### src/rtl/matrix_parser.sv
// Parses a decimal ASCII stream "R C e0 .. e(R*C-1)" arriving from a UART RX
// into row-major element writes, with character, dimension and overflow checks.
module matrix_parser #(
  parameter int MAX_DIM = 5
) (
  input  logic       clk,
  input  logic       rst_n,
  input  logic       start,
  input  logic [7:0] rx_data,
  input  logic       rx_valid,
  output logic       busy,
  output logic [2:0] matrix_row,
  output logic [2:0] matrix_col,
  output logic       wr_en,
  output logic [4:0] wr_addr,
  output logic [7:0] wr_data,
  output logic       done,
  output logic       error,
  output logic [1:0] err_code,
  output logic [2:0] state_dbg
);

  // Handshake: rx_valid is a one-cycle strobe with no back-pressure, so every
  // qualified byte is consumed in the cycle it arrives; wr_en is likewise a
  // one-cycle strobe that the element storage must accept unconditionally.

  typedef enum logic [2:0] {
    IDLE,
    GET_ROW,
    GET_COL,
    GET_ELEM,
    DONE,
    ERROR
  } state_t;

  localparam logic [1:0] ERR_NONE     = 2'd0;
  localparam logic [1:0] ERR_BAD_CHAR = 2'd1;
  localparam logic [1:0] ERR_BAD_DIM  = 2'd2;
  localparam logic [1:0] ERR_OVERFLOW = 2'd3;
  localparam logic [7:0] MAX_DIM_B    = 8'(MAX_DIM);

  state_t     state, state_n;
  logic [7:0] acc, acc_n;
  logic       pend, pend_n;
  logic [2:0] dim_r, dim_r_n;
  logic [2:0] dim_c, dim_c_n;
  logic [4:0] cnt, cnt_n;
  logic       busy_n;
  logic       wr_en_n;
  logic [4:0] wr_addr_n;
  logic [7:0] wr_data_n;
  logic       done_n;
  logic       error_n;
  logic [1:0] err_code_n;
  logic [2:0] mrow_n, mcol_n;
  logic       fault;
  logic [1:0] fault_code;

  logic        is_digit;
  logic        is_sep;
  logic [11:0] acc_ext;
  logic        dim_ok;
  logic [4:0]  total;
  logic        last_elem;

  // Accumulate at 12 bits so any single digit step past 255 is visible.
  assign is_digit  = (rx_data >= 8'h30) && (rx_data <= 8'h39);
  assign is_sep    = (rx_data == 8'h20) || (rx_data == 8'h0D) || (rx_data == 8'h0A);
  assign acc_ext   = ({4'd0, acc} * 12'd10) + {8'd0, rx_data[3:0]};
  assign dim_ok    = (acc != 8'd0) && (acc <= MAX_DIM_B);
  assign total     = 5'(dim_r) * 5'(dim_c);
  assign last_elem = (cnt == (total - 5'd1));
  assign state_dbg = state;

  always_comb begin
    state_n    = state;
    acc_n      = acc;
    pend_n     = pend;
    dim_r_n    = dim_r;
    dim_c_n    = dim_c;
    cnt_n      = cnt;
    wr_en_n    = 1'b0;
    wr_addr_n  = wr_addr;
    wr_data_n  = wr_data;
    done_n     = 1'b0;
    error_n    = 1'b0;
    err_code_n = err_code;
    mrow_n     = matrix_row;
    mcol_n     = matrix_col;
    fault      = 1'b0;
    fault_code = ERR_NONE;

    if (start) begin
      // start wins over a coincident byte and silently abandons any parse
      state_n    = GET_ROW;
      acc_n      = 8'd0;
      pend_n     = 1'b0;
      cnt_n      = 5'd0;
      err_code_n = ERR_NONE;
    end else begin
      case (state)
        DONE, ERROR: state_n = IDLE;
        GET_ROW, GET_COL, GET_ELEM: begin
          if (rx_valid) begin
            if (is_digit) begin
              if (acc_ext > 12'd255) begin
                fault      = 1'b1;
                fault_code = ERR_OVERFLOW;
              end else begin
                acc_n  = acc_ext[7:0];
                pend_n = 1'b1;
              end
            end else if (is_sep) begin
              if (pend) begin
                acc_n  = 8'd0;
                pend_n = 1'b0;
                if (state == GET_ROW) begin
                  if (dim_ok) begin
                    dim_r_n = acc[2:0];
                    state_n = GET_COL;
                  end else begin
                    fault      = 1'b1;
                    fault_code = ERR_BAD_DIM;
                  end
                end else if (state == GET_COL) begin
                  if (dim_ok) begin
                    dim_c_n = acc[2:0];
                    cnt_n   = 5'd0;
                    state_n = GET_ELEM;
                  end else begin
                    fault      = 1'b1;
                    fault_code = ERR_BAD_DIM;
                  end
                end else begin
                  wr_en_n   = 1'b1;
                  wr_addr_n = cnt;
                  wr_data_n = acc;
                  if (last_elem) begin
                    done_n  = 1'b1;
                    mrow_n  = dim_r;
                    mcol_n  = dim_c;
                    state_n = DONE;
                  end else begin
                    cnt_n = cnt + 5'd1;
                  end
                end
              end
            end else begin
              fault      = 1'b1;
              fault_code = ERR_BAD_CHAR;
            end
          end
        end
        default: ;
      endcase
    end

    if (fault) begin
      state_n    = ERROR;
      error_n    = 1'b1;
      err_code_n = fault_code;
      acc_n      = 8'd0;
      pend_n     = 1'b0;
    end

    // busy stays up through the DONE/ERROR cycle and drops as IDLE is entered
    busy_n = (state_n != IDLE);
  end

  always_ff @(posedge clk or negedge rst_n) begin
    if (!rst_n) begin
      state      <= IDLE;
      acc        <= 8'd0;
      pend       <= 1'b0;
      dim_r      <= 3'd0;
      dim_c      <= 3'd0;
      cnt        <= 5'd0;
      busy       <= 1'b0;
      wr_en      <= 1'b0;
      wr_addr    <= 5'd0;
      wr_data    <= 8'd0;
      done       <= 1'b0;
      error      <= 1'b0;
      err_code   <= ERR_NONE;
      matrix_row <= 3'd0;
      matrix_col <= 3'd0;
    end else begin
      state      <= state_n;
      acc        <= acc_n;
      pend       <= pend_n;
      dim_r      <= dim_r_n;
      dim_c      <= dim_c_n;
      cnt        <= cnt_n;
      busy       <= busy_n;
      wr_en      <= wr_en_n;
      wr_addr    <= wr_addr_n;
      wr_data    <= wr_data_n;
      done       <= done_n;
      error      <= error_n;
      err_code   <= err_code_n;
      matrix_row <= mrow_n;
      matrix_col <= mcol_n;
    end
  end

endmodule

### config.mk
export PLATFORM = sky130hd
export DESIGN_NAME = matrix_parser
export DESIGN_NICKNAME = d
export VERILOG_FILES = /design/src/rtl/matrix_parser.sv
export SDC_FILE = /design/constraint.sdc
export NUM_CORES = 1
export LEC_CHECK = 0
export BUFFER_PORTS_ARGS = -buffer_cell sky130_fd_sc_hd__buf_4
export CORE_MARGIN = 3
export CORE_UTILIZATION = 45
export CTS_BUF_LIST = sky130_fd_sc_hd__clkbuf_8
export DETAILED_ROUTE_END_ITERATION = 6
export PLACE_DENSITY = 0.73
export SLEW_MARGIN = 20
export SYNTH_ARGS = -nofsm -noshare
export SYNTH_HDL_FRONTEND = slang
export SYNTH_SLANG_ARGS = --single-unit
### constraint.sdc
create_clock -name clk -period 3.9 [get_ports clk]
set_clock_uncertainty 0.1 [all_clocks]
set_input_delay 0.78 -clock clk [delete_from_list [all_inputs] [get_ports clk]]
set_output_delay 0.78 -clock clk [all_outputs]
set_load 0.1 [all_outputs]
# Yosys cells after proc, flatten, opt, wreduce, memory -nomap -nowiden
# Index checks and enable logic that the tools add are counted.
# word_totals
word_cells	143
in_bits	12
reg_bits	48
# classes
n_reduce_logical	24
n_addsub	3
n_eq_ne	14
magnitude_cmp	4
bitwise	4
multipliers	2
mux	77
# op_table
cell	count
$mux 8	8
$mux 5	10
$mux 1	35
$mux 3	11
$mux 2	12
$reduce_and 8->1	3
$reduce_and 9->1	2
$eq 8x4->1 const B	2
$add 12x4->12	1
$gt 12x8->1 const B	1
$mul 8x3->11 const B	1
$reduce_bool 2->1	5
$reduce_bool 3->1	3
$eq 8x6->1 const B	1
$ge 8x6->1 const B	1
$le 8x3->1 const B	1
$le 8x6->1 const B	1
$reduce_bool 4->1	2
$reduce_bool 8->1	1
$eq 3x2->1 const B	2
$eq 3x3->1 const B	2
$pmux 3 s2	1
$add 5x1->5 const B	1
$eq 5x5->1	1
14 further kinds	20

# Logic depth before layout (Yosys ltp)
# depth
word_depth	14
mapped_depth	12
ltp_nobuf	12

# Worst setup path before layout
# Ideal clock, no wire load.
# synth_path
path_type	flip-flop to flip-flop
startpoint	register dim_c[2]
endpoint	register state[0] (netlist: state_dbg[0])
t_arrival_ns	3.263
stages_incl_launch_ff	12
setup_slack_ns	0.398
path_buffers	0
required_time_ns	3.661
cell_sequence	dfrtp_1 -> nand2_1 -> ha_1 -> inv_1 -> fa_1 -> ha_1 -> a21o_1 -> a21oi_1 -> xnor3_1 -> or4_4 -> o221a_1 -> or4_1
# synth_between
elab_chain_len	13
# synth_rtl
element	line_no	text
start, declared	46	logic [2:0] dim_c, dim_c_n;
start signal, assigned	192	dim_c <= dim_c_n;
$mul 3x3->5	71	assign total = 5'(dim_r) * 5'(dim_c);
$sub 5x1->5	72	assign last_elem = (cnt == (total - 5'd1));
$eq 5x5->1	72	
$mux 3	138	if (last_elem) begin
$mux 3	125	end else if (state == GET_COL) begin
$mux 3	117	if (state == GET_ROW) begin
$mux 3	114	if (pend) begin
$mux 3	113	end else if (is_sep) begin
$mux 3	105	if (is_digit) begin
$mux 3	104	if (rx_valid) begin
$pmux 3 s2	101	case (state)
$mux 3	93	if (start) begin
$mux 3	158	if (fault) begin
named net state_n[0]	42	state_t state, state_n;
end signal, assigned	188	state <= state_n;
end, declared	42	
# The timed path passes the listed nets, and every way through them passes these cells.
# A chain may end at the register's enable or synchronous reset.

# Worst setup path in the final report
# Same ends and word-level chain as after synthesis.

==> results_dict.tcl <==
set metrics [dict create \
    synth_xor_area_share_pct 5.78 \
    synth.net_count 321 \
    synth_compound_area_share_pct 11.7 \
    ant_nets 0 \
    final_max_slew_viol_count 0 \
    setup_viol 0 \
    syn_area_um2 2960 \
    cts_buffers 5 \
    grt_pass1_wl_mm 10.7 \
    antenna_found_initial 0 \
    grt_max_degree 49 \
    path_clk_slew_ps 80 \
    yosys.area_share.simple_pct 15.7 \
    max_stage_delay_ps 560 \
    rsz0062_at_grt "no" \
    cp_slowest_cell "or4_4" \
    worstSetupPathType "reg2reg" \
    port_buffers 39 \
    rows 28 \
    synthMuxAreaShare_pct 10.9 \
    grt_pass1_vias 2305 \
    synth-edff-count 0 \
    startpoint_type "flop" \
    holdBufCountCts 0 \
    period_share_pct 93.3 \
    cts_buffer_depth 2 \
    cp_max_fo 5 \
    fp.coreArea_um2 6130 \
    die_height_um 87.2 \
    die_w_um 87.2 \
    start_util_pct 48.3 \
    finalHoldViolCount 0 \
    crit_chain "nand2_1, ha_1, inv_1, fa_1, ha_1, a21o_1, a21oi_1, xnor3_1, or4_4, o221a_1, or4_1" \
    relSlewSlack_pct 57.6 \
    cp-end-kind "flop" \
    power_density_nw_per_um2 271 \
    synth_area_per_cell_um2 10.5 \
    cp.arrival_ps 3710 \
    fmax_ghz 0.275 \
    wl_mm 6.00 \
    area_growth_syn_to_layout_pct 16.7 \
    ys.flop_type "dfrtp_1" \
    diodes 0 \
    io_pins 40 \
    finalSetupTns_ps 0 \
    cts_resized 0 \
    required_ps 3970 \
    ff2ff_setup_slack_ps 260 \
    layout_commonest_cell "dfrtp_1" \
    ys_warn_count 0 \
    grtUsageTotal_pct 17.7 \
    routedWlPerCell_um 15.0 \
    cts_tree "done" \
    synth_top_area_share_pct 40.5 \
    synth-adder-area-share_pct 12.4 \
    clkLatencyLatePin_ps 300 \
    synthTopCellsByArea "dfrtp_1 (41%), mux2_2 (9.9%), ha_1 (9.7%), xnor2_1 (4.1%), nand2_1 (3.2%)" \
    peakVddDrop_mv 0.205 \
    finalCriticalPeriod_ps 3640 \
    nFillCells 556 \
    ys_async_sr_fraction_pct 100 \
    drtIter0Drc 110 \
    gp_congestion 0.873 \
    crit_top_cell "ha_1" \
    cts_setup_buffers 0 \
    dr.pass1.iters 4 \
    grt_overflow_total 0 \
    hp-class "in2async" \
    final_cell_mix "dfrtp_1 (48), buf_4 (44), mux2_2 (26)" \
    final_util_pct 56.4 \
    cts-root-buf "clkbuf_8" \
    worst_pin_slew_ps 630 \
    cts_sinks 48 \
    htreeDepth 2 \
    ys_types 48 \
    layout-drive-gt1-share_pct 24.5 \
    hpwl_mm 4.65 \
    yosys.area.top_type "dfrtp_1" \
    run_status "complete, no violations" \
    die_area_um2 7600 \
    leakagePower_nw 1.74 \
    syn_inst 282 \
    routed_via_density 5.64 \
    yosys_register_bits 48 \
    nets 364 \
    max_cap_viol_count 0 \
    vias 2263 \
    drc 0 \
    ys_seq_area_share_pct 40.5 \
    synth_top_family_by_area "simple AND/OR/NAND/NOR gates" \
]
flip-flops by register name (all words and copies together) (netlist names), 2 cells and up:
register    cells
cnt             5
matrix_row      3
state_dbg       3
dim_c           3
matrix_col      3
acc             8
dim_r           3
wr_data         8
err_code        2
wr_addr         5
worst paths after layout:
| kind | from | endpoint | cells after the start |
|---|---|---|---|
| max in group asynchronous | rst_n | wr_data[2] | 1 |
| min in group clk | matrix_col[0] | matrix_col[0] | 1 |
| min | rst_n | done | 1 |
| max | dim_c[2] | state_dbg[0] | 11 |
| max reg2reg | dim_c[2] | state_dbg[0] | 11 |
| min reg2reg | matrix_col[0] | matrix_col[0] | 1 |
power breakdown:
part           switching [mW]  leakage, nW  total [mW]  internal, mW
registers             0.00365        0.660       0.504         0.501
logic                  0.0610         1.02      0.0864        0.0254
clock network           0.160       0.0593       0.347         0.188
cell type report:
| class | count | area [um^2] | area share [%] |
|---|---|---|---|
| multi-input combinational | 212 | 1670 | 48.4 |
| clock buffer | 5 | 68.8 | 1.99 |
| tap | 75 | 93.8 | 2.71 |
| inverter | 14 | 52.6 | 1.52 |
| timing repair buffer | 44 | 330 | 9.55 |
| clock inverter | 3 | 38.8 | 1.12 |
| sequential | 48 | 1200 | 34.7 |
Yosys cell counts, drive strengths merged (3+ instances only):
master	instances
a21o	4
buf	4
inv	14
o21a	3
and3	3
a211oi	3
dfrtp	48
nor3b	3
or4	3
xnor2	14
nand4	5
clkbuf	4
nand2	26
nor2	11
nor4	4
o31ai	10
xor2	3
mux2i	3
o21ai	9
nor3	4
or3	3
mux2	26
fa	4
a22o	3
nand3	9
and2	5
a21oi	11
ha	23
per-layer routing:
layer  up-vias  global-route usage, %  part of all wire, %  wire length [um]
met3         7                   2.65                  3.8               229
met1      1102                   23.3                   46              2780
li1       1113                      -                    -                 -
met2        41                   29.2                   49              2920
met4         0                   7.25                  1.3                75
met5         -                      0                    0                 0
stage by stage:
step / hold WS, ps / instance area [um^2] / instances / worst slack [ps] / power, mW
final: 380 / 3460 / 401 / 261 / 0.938
after CTS: 397 / 3460 / 401 / 233 / 0.950
after detailed placement: 398 / 3350 / 393 / 231 / 0.602
after global placement: 392 / 3350 / 393 / 319 / 0.600
after global routing: 434 / 3460 / 401 / 81.9 / 0.974
after floorplan: 384 / 2960 / 282 / 398 / 0.565
kinds of logic (layout without fill, tap and decap cells):
group	count (synthesis)	count (layout)
XOR/XNOR	18	18
adder cells (fa/ha/maj)	27	27
flip-flops	48	48
AND/OR/NAND/NOR	87	87
buffers and inverters	22	66
multiplexers	29	29
AO/OA/AOI/OAI	51	51
worst max-delay path: cells and delay by family (launching register included):
kind | cells | cell delay [ps]
adders and majority gates | 3 | 1080
and+or+nand+nor | 3 | 1030
AOI/OAI and AO/OA | 3 | 580
DFF | 1 | 410
xor gates and xnor gates | 1 | 250
buffers and inverters | 1 | 50
Power figures use the tool's default switching activity.
